--- src/rtl/sram1rw_ctrl_if.sv ---
// Request/response stream bundle between a client and the sram1rw_ctrl block.
// Handshake: a beat transfers on a rising edge where valid and ready are both high; valid must not wait on ready.
interface sram1rw_ctrl_if #(
  parameter int ADDR_WIDTH = 8,
  parameter int DATA_WIDTH = 46
);
  logic                  req_valid;
  logic                  req_ready;
  logic                  req_write;
  logic [ADDR_WIDTH-1:0] req_addr;
  logic [DATA_WIDTH-1:0] req_wdata;
  logic                  rsp_valid;
  logic                  rsp_ready;
  logic [DATA_WIDTH-1:0] rsp_rdata;

  modport master (
    output req_valid, req_write, req_addr, req_wdata, rsp_ready,
    input  req_ready, rsp_valid, rsp_rdata
  );

  modport slave (
    input  req_valid, req_write, req_addr, req_wdata, rsp_ready,
    output req_ready, rsp_valid, rsp_rdata
  );
endinterface

--- src/rtl/sram1rw_ctrl.sv ---
// Request-side controller for a 1RW SRAM macro: issues requests, times OEB, returns read data in order.
// Define SRAM1RW_CTRL_INREG_EN to register the macro input pins (read latency 3 instead of 2).
module sram1rw_ctrl #(
  parameter int ADDR_WIDTH = 8,
  parameter int DATA_WIDTH = 46,
  parameter int RSP_DEPTH  = 4
) (
  input  logic                        clk,
  input  logic                        reset,
  sram1rw_ctrl_if.slave               bus,
  output logic [ADDR_WIDTH-1:0]       sram_A,
  output logic                        sram_CSB,
  output logic                        sram_WEB,
  output logic                        sram_OEB,
  output logic [DATA_WIDTH-1:0]       sram_I,
  input  logic [DATA_WIDTH-1:0]       sram_O,
  output logic [$clog2(RSP_DEPTH):0]  cnt
);
  localparam int PW = $clog2(RSP_DEPTH);
  localparam int CW = PW + 1;
  localparam logic [PW:0] PTR_ONE = 1;

  logic accept;
  logic rd_accept;
  logic push;
  logic pop;
  logic capture;

  // Credit = reads in flight + FIFO occupancy, so the FIFO can never be overrun.
  assign bus.req_ready = ~reset & (cnt < CW'(RSP_DEPTH));
  assign accept        = bus.req_valid & bus.req_ready;
  assign rd_accept     = accept & ~bus.req_write;
  assign pop           = bus.rsp_valid & bus.rsp_ready;
  assign push          = capture;

  always_ff @(posedge clk or posedge reset) begin
    if (reset) begin
      cnt <= '0;
    end else if (rd_accept & ~pop) begin
      cnt <= cnt + CW'(1);
    end else if (~rd_accept & pop) begin
      cnt <= cnt - CW'(1);
    end
  end

`ifdef SRAM1RW_CTRL_INREG_EN
  logic rd_p1;
  logic rd_p2;

  always_ff @(posedge clk or posedge reset) begin
    if (reset) begin
      sram_A   <= '0;
      sram_CSB <= 1'b1;
      sram_WEB <= 1'b1;
      sram_I   <= '0;
      rd_p1    <= 1'b0;
      rd_p2    <= 1'b0;
    end else begin
      sram_CSB <= ~accept;
      sram_WEB <= ~(accept & bus.req_write);
      sram_I   <= accept ? bus.req_wdata : '0;
      if (accept) sram_A <= bus.req_addr;
      rd_p1    <= rd_accept;
      rd_p2    <= rd_p1;
    end
  end

  assign capture = rd_p2;
`else
  logic [ADDR_WIDTH-1:0] a_hold;
  logic                  rd_p1;

  always_ff @(posedge clk or posedge reset) begin
    if (reset) begin
      a_hold <= '0;
      rd_p1  <= 1'b0;
    end else begin
      if (accept) a_hold <= bus.req_addr;
      rd_p1 <= rd_accept;
    end
  end

  // Idle cycles keep the last address on the pins to avoid needless toggling.
  always_comb begin
    sram_CSB = ~accept;
    sram_WEB = ~(accept & bus.req_write);
    sram_A   = accept ? bus.req_addr : a_hold;
    sram_I   = accept ? bus.req_wdata : '0;
  end

  assign capture = rd_p1;
`endif

  assign sram_OEB = ~capture;

  // Response FIFO: pointers carry one extra wrap bit to tell full from empty.
  logic [DATA_WIDTH-1:0] mem [RSP_DEPTH];
  logic [PW:0]           wr_ptr;
  logic [PW:0]           rd_ptr;
  logic                  empty;
  logic                  full;

  assign empty = (wr_ptr == rd_ptr);
  assign full  = (wr_ptr[PW] != rd_ptr[PW]) && (wr_ptr[PW-1:0] == rd_ptr[PW-1:0]);

  always_ff @(posedge clk or posedge reset) begin
    if (reset) begin
      wr_ptr <= '0;
      rd_ptr <= '0;
    end else begin
      if (push) wr_ptr <= wr_ptr + PTR_ONE;
      if (pop)  rd_ptr <= rd_ptr + PTR_ONE;
    end
  end

  always_ff @(posedge clk) begin
    if (push) mem[wr_ptr[PW-1:0]] <= sram_O;
  end

  assign bus.rsp_valid = ~empty;
  assign bus.rsp_rdata = empty ? '0 : mem[rd_ptr[PW-1:0]];

  a_no_overflow: assert property (@(posedge clk) disable iff (reset) push |-> !full)
    else $error("sram1rw_ctrl: push into full response fifo");
endmodule

--- src/flat_wrapper.sv ---
// flat-port wrapper written by rule: the top's interface ports become plain ports
module sram1rw_ctrl_flat 
#(
  parameter int ADDR_WIDTH = 8,
  parameter int DATA_WIDTH = 46,
  parameter int RSP_DEPTH  = 4
)
  (clk, reset, sram_A, sram_CSB, sram_WEB, sram_OEB, sram_I, sram_O, cnt, bus_req_valid, bus_req_write, bus_req_addr, bus_req_wdata, bus_rsp_ready, bus_req_ready, bus_rsp_valid, bus_rsp_rdata);
  sram1rw_ctrl_if #(.ADDR_WIDTH(ADDR_WIDTH), .DATA_WIDTH(DATA_WIDTH)) bus_i ();
  input  logic clk;
  input  logic reset;
  output logic [ADDR_WIDTH-1:0] sram_A;
  output logic sram_CSB;
  output logic sram_WEB;
  output logic sram_OEB;
  output logic [DATA_WIDTH-1:0] sram_I;
  input  logic [DATA_WIDTH-1:0] sram_O;
  output logic [$clog2(RSP_DEPTH):0] cnt;
  input wire logic [$bits(bus_i.req_valid)-1:0] bus_req_valid;
  input wire logic [$bits(bus_i.req_write)-1:0] bus_req_write;
  input wire logic [$bits(bus_i.req_addr)-1:0] bus_req_addr;
  input wire logic [$bits(bus_i.req_wdata)-1:0] bus_req_wdata;
  input wire logic [$bits(bus_i.rsp_ready)-1:0] bus_rsp_ready;
  output wire logic [$bits(bus_i.req_ready)-1:0] bus_req_ready;
  output wire logic [$bits(bus_i.rsp_valid)-1:0] bus_rsp_valid;
  output wire logic [$bits(bus_i.rsp_rdata)-1:0] bus_rsp_rdata;
  assign bus_i.req_valid = bus_req_valid;
  assign bus_i.req_write = bus_req_write;
  assign bus_i.req_addr = bus_req_addr;
  assign bus_i.req_wdata = bus_req_wdata;
  assign bus_i.rsp_ready = bus_rsp_ready;
  assign bus_req_ready = bus_i.req_ready;
  assign bus_rsp_valid = bus_i.rsp_valid;
  assign bus_rsp_rdata = bus_i.rsp_rdata;
  sram1rw_ctrl #(.ADDR_WIDTH(ADDR_WIDTH), .DATA_WIDTH(DATA_WIDTH), .RSP_DEPTH(RSP_DEPTH)) u_core (.clk(clk), .reset(reset), .bus(bus_i), .sram_A(sram_A), .sram_CSB(sram_CSB), .sram_WEB(sram_WEB), .sram_OEB(sram_OEB), .sram_I(sram_I), .sram_O(sram_O), .cnt(cnt));
endmodule
--- config.mk ---
export PLATFORM = sky130hd
export DESIGN_NAME = sram1rw_ctrl_flat
export DESIGN_NICKNAME = d
export VERILOG_FILES = /design/src/rtl/sram1rw_ctrl_if.sv /design/src/rtl/sram1rw_ctrl.sv /design/src/flat_wrapper.sv
export SDC_FILE = /design/constraint.sdc
export NUM_CORES = 1
export LEC_CHECK = 0
export ABC_AREA = 0
export BUFFER_PORTS_ARGS = -buffer_cell sky130_fd_sc_hd__buf_4
export CAP_MARGIN = 15
export CORE_ASPECT_RATIO = 0.8
export CORE_MARGIN = 2
export CORE_UTILIZATION = 48
export DETAILED_ROUTE_END_ITERATION = 12
export HOLD_SLACK_MARGIN = 0.08
export PLACE_DENSITY = 0.8
export SLEW_MARGIN = 20
export SYNTH_ARGS = -nofsm -noshare
export SYNTH_HDL_FRONTEND = slang
export SYNTH_SLANG_ARGS = --single-unit
export TNS_END_PERCENT = 5
--- constraint.sdc ---
create_clock -name clk -period 2.05 [get_ports clk]
set_input_delay 0.205 -clock clk [delete_from_list [all_inputs] [get_ports clk]]
set_output_delay 0.205 -clock clk [all_outputs]
set_load 0.05 [all_outputs]
After elaboration in Yosys (flattened, before gate mapping)
Memories as Yosys holds them, arrays and structs flattened. Index checks and enable logic that the tools add are counted. Widths: inputs -> output; s select.

Register bits after elaboration: 18. Bits in writable memories: 184. Input port bits: 105. Logic and storage cells: 35. Memories: 1.

Memories: u_core.mem (words 4, width 46, rd ports 1, clocked after memory_dff 0, wr ports 1, RTL line sram1rw_ctrl.sv:97) `logic [DATA_WIDTH-1:0] mem [RSP_DEPTH];`.

Add/sub/neg operators: 4. Order comparisons: 1. Eq/ne operators: 1. Muxes and demuxes: 7. Bitwise gates (word level): 15. Reduce and logical (&&, ||, !) cells: 1.

Operators with widths (number): $mux 46 (2); $add 3x1->3 const B (3); $mux 8 (1); $not 1->1 (8); $and 1x1->1 (7); $mux 3 (2); $eq 3x3->1 (1); $lt 3x3->1 const B (1); $sub 3x1->3 const B (1); $mux 1 (2); $reduce_bool 2->1 (1).

Longest topological paths before layout
Gate-level depths: netlist (run 1).

Depth after elaboration: 8. Depth in mapped cells: 10. Gate-level depth less buffers: 10.

Worst setup path before layout (run 1)
No wires, ideal clock.

Path kind: flip-flop to flip-flop. Start: register u_core.cnt[2]. End: register u_core.cnt[1]. Data arrival time: 2.230 ns. Data required time: 1.925 ns. Path slack: -0.305 ns. Cell stages (with the launch flop): 9. Buffers on the path: 0. Clock period less this slack: 2.355 ns. Cell sequence: dfrtp_1 -> nor2_1 -> and2_1 -> inv_2 -> nor2_1 -> ha_1 -> inv_1 -> fa_1 -> mux2_2.

Longest elaborated chain between the ends: 7. Elaborated cells between the ends (all ways): 9. Classes of those cells: order compare: 1; mux: 1; bitwise: 6; reduce/logical: 1.

RTL lines: start: declaration (RTL line sram1rw_ctrl.sv:17) `output logic [$clog2(RSP_DEPTH):0] cnt`; start signal: assignment (RTL line sram1rw_ctrl.sv:40) `cnt <= cnt + CW'(1);`; start signal: assignment (RTL line sram1rw_ctrl.sv:42) `cnt <= cnt - CW'(1);`; $lt 3x3->1 (*) (RTL line sram1rw_ctrl.sv:30) `assign bus.req_ready = ~reset & (cnt < CW'(RSP_DEPTH));`; $and 1x1->1 (*) (RTL line sram1rw_ctrl.sv:30); $and 1x1->1 (*) (RTL line sram1rw_ctrl.sv:31) `assign accept = bus.req_valid & bus.req_ready;`; $and 1x1->1 (*) (RTL line sram1rw_ctrl.sv:32) `assign rd_accept = accept & ~bus.req_write;`; via u_core.rd_accept (RTL line sram1rw_ctrl.sv:24) `logic rd_accept;`; $not 1->1 (RTL line sram1rw_ctrl.sv:41) `end else if (~rd_accept & pop) begin`; $and 1x1->1 (RTL line sram1rw_ctrl.sv:41); $reduce_bool 2->1 (no source line).

The timed path passes the listed nets; every way through them passes the cells marked *. A chain may end at the register's enable or synchronous reset.

Worst setup path in the final report (run 1)
Start: register u_core.rd_ptr[0]. End: output bus_rsp_rdata[42].

Longest elaborated chain between the ends: 2. Elaborated cells between the ends (all ways): 3. Classes of those cells: eq/ne: 1; mux: 1; memory: 1.

RTL lines: start: declaration (RTL line sram1rw_ctrl.sv:99) `logic [PW:0] rd_ptr;`; start signal: assignment (RTL line sram1rw_ctrl.sv:112) `if (pop) rd_ptr <= rd_ptr + PTR_ONE;`; $mem_v2 4x46 or $eq 3x3->1 (tied branches); $mux 46 (*) (RTL line sram1rw_ctrl.sv:121) `assign bus.rsp_rdata = empty ? '0 : mem[rd_ptr[PW-1:0]];`; end: declaration (RTL line flat_wrapper.sv:26) `output wire logic [$bits(bus_i.rsp_rdata)-1:0] bus_rsp_rdata;`.

Mark *: on every way between the ends. The rest lies on a longest branch, timed or not.

==> metrics, run 1 <==
outcome finished, violations left; failing checks negative setup slack; clk root buf clkbuf_16; H-tree levels 1; initial antenna violation count 0; Yosys top cell area share 65.6%; Worst-Skew Late Latency 0.49 ns; R2R cell count 10; net count after synthesis 530; HP Start bus_rsp_ready; FF-to-FF Start u_core.rd_ptr[0]; hold slack 0.126 ns; Min-Delay Endpoint u_core.rd_ptr[2]; Hold Vio Cnt, Final 0; Die Width 152 um; DR DRC count 0; sequential share of the synthesized area 70.9%; Synth Instances 418; FF-to-FF setup slack -0.17 ns; flops & latches, synth 202; share of cells above drive strength 1 54.1%; Max Freq 0.428 GHz; Netlist cell types 27; clock-pin transition on the worst setup and hold timing paths 0.06 ns; CTS buffer count 21; GRT overflow 0; Area Growth Syn to Fin 46.8%; Post-Place Worst Slack -0.0840 ns; Top Ports 213; maximum vdd drop 1.08 mV; Worst setup SP type register; critical path fanouts, max 5; DR WL/cell 21.0 um; Global Route Usage Sum 21.7%; Final ANT Viol Nets 0; Final setup viols 49; diode count 0; Via Count 5024; Critical Path RT 1.85 ns; Multi-input gate area 2400 um2; number of DRC markers in iteration 0 358; Leakage 4.97 nW; Max Cap Viol 0; Nets 837; clock skew 0.0232 ns; IO Port Bufs 212; cell taking the most area after synthesis edfxtp_1; R2R Path End u_core.cnt[2]; Worst-Margin Slew 0.694 ns; detailed placer's ending HPWL 12.0 mm; initial cell density of the core 48.8%; Max Slew Vio Count 0; core area 17300 um2; syn_area_per_cell 20.2 um2; maximum number of pins on one net before global-route repair 50; CP arrival 2.13 ns; sequential cell area 5980 um2; Tmin final 2.34 ns; Hold WC Path Type input pin to register; post-route worst setup slack -0.289 ns; vias per cell 5.21; detailed-router iteration count before antenna repair 4; PD cells 1640 nW/um2; CTS sink cnt 202; placed cell area 10500 um2; RSZ-0062 raised after global routing true; vias in the first global route 5574; first-pass GRT wire length 30.8 mm; Filler cells 1024; depth of the worst hold-timing path 3; final weighted congestion in routability-driven placement 0.866; Setup crit end kind output pin; Clock Path Buffers 3; Post-Syn Area 8430 um2; number of cell rows 43; DRT Wirelength 20.3 mm; final period utilization 114%; Yosys warning count 0; ranking of synthesized cells by area edfxtp_1 66%, mux4_2 12%, dfrtp_1 5.3%; Die Y-Extent 123 um; Max-slew headroom 53.7%; TritonCTS clock tree built; Die ar. 18600 um2; Crit Path Class register to output pin; final instance area 12400 um2
-- final cells by class --
class / count / area share (%)
Multi-Input combinational cell: 184 / 19.4
Clock buffer: 24 / 4.34
Timing Repair Buffer: 309 / 24.4
Sequential cell: 202 / 48.3
Inverter: 7 / 0.273
Tap cell: 225 / 2.28
Clock inverter: 13 / 0.971
-- report_power, final --
part	internal [mW]	leakage (nW)	total [mW]	switching, mW
clock	2.13	0.320	3.62	1.49
combinational	5.18	2.77	11.6	6.45
sequential	4.84	1.87	5.00	0.155
-- layout by cell type, fill, tap and decap left out, types with 5 or more instances in the layout --
cell	Yosys	layout
dlygate4sd3_1	0	56
mux2_2	9	9
nor2b_4	30	42
buf_12	3	14
clkinv_2	0	5
inv_1	6	5
buf_4	1	177
ha_1	6	5
buf_16	0	7
clkbuf_16	0	21
buf_6	5	44
buf_8	0	11
edfxtp_1	184	184
mux4_2	46	46
dfrtp_1	18	15
xor2_1	7	5
and3_1	47	47
-- state kept, by name (all words and copies together), names as in the netlist --
name and cells:
u_core.capture 1, u_core.mem 184, u_core.a_hold 8, u_core.wr_ptr 3
u_core.rd_ptr 3, u_core.cnt 3
-- critical path, cell delays in order, from the launching register on --
cell and delay [ns]:
dfrtp_4 0.50, buf_12 0.15, buf_12 0.13, buf_16 0.13
mux4_2 0.43, nor2b_2 0.17, buf_6 0.14
-- worst max-delay path by stage --
stage	from	end	slack, ns	depth (start not counted)
6_report	u_core.rd_ptr[0]	bus_rsp_rdata[42]	-0.29	6
5_1_grt	u_core.rd_ptr[0]	bus_rsp_rdata[38]	-0.36	8
4_1_cts	u_core.rd_ptr[0]	bus_rsp_rdata[38]	-0.30	8
3_5_place_dp	u_core.rd_ptr[2]	u_core.cnt[2]	-0.08	8
3_3_place_gp	u_core.rd_ptr[2]	u_core.cnt[2]	-0.03	8
2_1_floorplan	u_core.wr_ptr[1]	u_core.mem[0][0]	-0.12	3
-- timing repair --
action | CTS | global route
hold buffers | 56 | 0
gates cloned | 6 | 0
endpoints found under the setup margin | 49 | 95
gates resized for setup | 92 | 13
endpoints found under the hold margin | 211 | 0
setup buffers | 11 | 0
pin swaps | 1 | 1
-- cell usage after synthesis --
library cell / number
mux2_2: 9
fa_1: 1
inv_1: 6
buf_6: 5
ha_1: 6
clkbuf_1: 12
xor2_1: 7
o311ai_0: 1
nor2_1: 3
o21ai_0: 2
nor2b_4: 30
xnor2_1: 3
nand2_1: 2
nor2b_1: 17
mux4_2: 46
edfxtp_1: 184
o31ai_1: 1
and2_1: 5
a21oi_1: 2
and3_1: 47
nor3_2: 1
dfrtp_1: 18
buf_4: 1
or4_1: 1
inv_2: 1
buf_2: 4
buf_12: 3
-- routing by layer --
metal	GRT usage, %	share of wire, %	vias up
met5	0	0	-
met4	6.31	2.7	0
met3	4.20	6.5	33
met2	41.1	55	218
met1	25.2	36	2510
li1	-	-	2263
-- stage by stage --
step / total power, mW / TNS, ns / instances / utilization, %
after global routing: 21.0 / -16.50 / 964 / 71.7
after floorplan: 11.9 / -13.21 / 418 / -
final: 20.3 / -12.67 / 964 / 71.7
after detailed placement: 14.5 / -0.110 / 854 / 60.7
after CTS: 20.2 / -13.74 / 964 / 71.3
after global placement: 14.4 / -0.0328 / 854 / 60.7
-- logic make-up (layout without fill, tap and decap cells) --
| family | count (synthesis) | count (layout) | synth area share [%] |
|---|---|---|---|
| flip-flops | 202 | 202 | 70.9 |
| AND/OR/NAND/NOR | 106 | 106 | 10.5 |
| multiplexers | 55 | 55 | 13.5 |
| buffers and inverters | 32 | 353 | 2.55 |
| XOR/XNOR | 10 | 10 | 1.04 |
| adder cells (fa/ha/maj) | 7 | 7 | 1.13 |
| AO/OA/AOI/OAI | 6 | 6 | 0.431 |
(Power assumes the default switching activity.)
==> run 2, diff against run 1 <==
--- a/config.mk
+++ b/config.mk
@@ -14,6 +14,7 @@
 export DETAILED_ROUTE_END_ITERATION = 12
 export HOLD_SLACK_MARGIN = 0.08
 export PLACE_DENSITY = 0.8
+export SKIP_LAST_GASP = 1
 export SLEW_MARGIN = 20
 export SYNTH_ARGS = -nofsm -noshare
 export SYNTH_HDL_FRONTEND = slang
==> metrics, run 2 (synthesis gave the netlist of run 1 again) <==
Hold WC Path Type input pin to register; Critical Path RT 1.85 ns; Worst-Skew Late Latency 0.49 ns; most frequent cells in the layout 184 x edfxtp_1, 180 x buf_4, 56 x dlygate4sd3_1; Max Freq 0.427 GHz; Setup crit end kind output pin; initial antenna violation count 0; detailed-router iteration count before antenna repair 4; critical path's slowest cell dfrtp_4; Max Cap Viol 0; clk root buf clkbuf_16; Top Ports 213; CTS buffer count 21; initial cell density of the core 48.8%; CP Cell Sequence buf_12 -> buf_12 -> buf_16 -> mux4_2 -> nor2b_2 -> buf_6; Nets 837; Max Slew Vio Count 0; final instance area 12300 um2; clock skew 0.0213 ns; Via Count 5077; delay of the slowest critical-path stage 0.50 ns; clock-pin transition on the worst setup and hold timing paths 0.06 ns; diode count 0; Worst setup SP type register; Leakage 4.95 nW; GRT overflow 0; Clock Path Buffers 3; DRT Wirelength 20.2 mm; failing checks negative setup slack; post-route worst setup slack -0.292 ns; max reg flops 184; Placed Cells 854; Tmin final 2.34 ns; first-pass GRT wire length 30.6 mm; TritonCTS clock tree built; vias per cell 5.27; Critical Path Source u_core.rd_ptr[0]; final period utilization 114%; PD cells 1630 nW/um2; Die Width 152 um; critical path's most frequent cell buf_12; Max-slew headroom 53.9%; overall power 20.1 mW; DR WL/cell 21.0 um; share of cells above drive strength 1 54.1%; Cell Count, Final, Fillers Out 964; detailed placer's ending HPWL 12.0 mm; Hold Vio Cnt, Final 0; placed cell area 10500 um2; Die Y-Extent 123 um; Global Route Usage Sum 21.5%; Area Growth Syn to Fin 46.3%; Setup Total Neg Slack -13.01 ns; Critical path buffers and inverters 4; number of DRC markers in iteration 0 366; number of cell rows 43; DR DRC count 0; outcome finished, violations left; Filler cells 1033; maximum vdd drop 1.08 mV; CTS sink cnt 202; Final ANT Viol Nets 0; HP Start bus_rsp_ready; CP arrival 2.14 ns; Final setup viols 49; vias in the first global route 5563; IO Port Bufs 212; most common cell after layout, fill and taps aside edfxtp_1; Crit Path Class register to output pin; Worst-Margin Slew 0.691 ns; maximum number of pins on one net before global-route repair 50; core area 17300 um2; final weighted congestion in routability-driven placement 0.866; critical path fanouts, max 5; RSZ-0062 raised after global routing true; FF-to-FF Start u_core.rd_ptr[0]; Largest delay share family, worst path buffers and inverters; H-tree levels 1; Die ar. 18600 um2
run 2: changes by cell type in the layout (fill, tap and decap cells not counted):
cell and delta:
buf_4 +3, buf_8 -7, buf_6 +4, nor2b_2 +1, nor2b_4 -1
run 2: metrics by stage:
stage | utilization [%] | hold WS, ns | setup WS (ns)
2_1_floorplan | - | 0.144 | -0.116
4_1_cts | 71.2 | 0.0949 | -0.297
6_report | 71.4 | 0.119 | -0.292
3_3_place_gp | 60.7 | 0.352 | -0.0328
5_1_grt | 71.4 | 0.137 | -0.361
3_5_place_dp | 60.7 | 0.373 | -0.0840
run 2: final timing paths:
kind / to / slack, ns / cells past startpoint
max in group asynchronous: u_core.rd_ptr[0] / 1.14 / 3
min reg2reg: u_core.cnt[2] / 0.50 / 1
max: bus_rsp_rdata[42] / -0.29 / 6
max reg2reg: u_core.cnt[2] / -0.19 / 10
min: u_core.rd_ptr[2] / 0.12 / 3
min in group asynchronous: u_core.cnt[2] / 0.40 / 3
run 2: area by class of cell:
class / instances / area (um2) / share of cell area (%)
clock buffer: 24 / 537 / 4.35
timing repair buffer: 309 / 2990 / 24.2
clock inverter: 13 / 120 / 0.974
tap: 225 / 282 / 2.28
sequential: 202 / 5980 / 48.5
inverter: 7 / 33.8 / 0.274
multi-input combinational: 184 / 2390 / 19.4
run 2: report_power, final:
| group | leakage (nW) | switching, mW | internal (mW) |
|---|---|---|---|
| registers | 1.87 | 0.155 | 4.84 |
| logic | 2.76 | 6.43 | 5.06 |
| clock network | 0.320 | 1.49 | 2.13 |
| total | 4.95 | 8.07 | 12.0 |
run 2: routing by layer:
| layer | up-vias | routed length, um | track usage [%] |
|---|---|---|---|
| met5 | - | 0 | 0 |
| met3 | 35 | 1130 | 4.17 |
| met2 | 205 | 11000 | 40.7 |
| li1 | 2265 | - | - |
| met1 | 2572 | 7490 | 25.1 |
| met4 | 0 | 559 | 6.31 |
run 2: worst reg2reg max path: cells and delay by family (launching register included):
family	cells	cell delay [ns]
adders and majority gates	2	0.51
and+or+nand+nor	1	0.12
buffers and inverters	3	0.33
DFF	1	0.50
AOI/OAI and AO/OA	1	0.25
xor gates and xnor gates	3	0.46
run 2: timing repair:
action / in CTS / in global routing
endpoints found under the setup margin: 49 / 95
hold buffers: 56 / 0
pin swaps: 1 / 0
hold endpoints to repair: 211 / 0
gates resized for setup: 89 / 5
gates cloned: 6 / 0
buffers inserted: 11 / 0
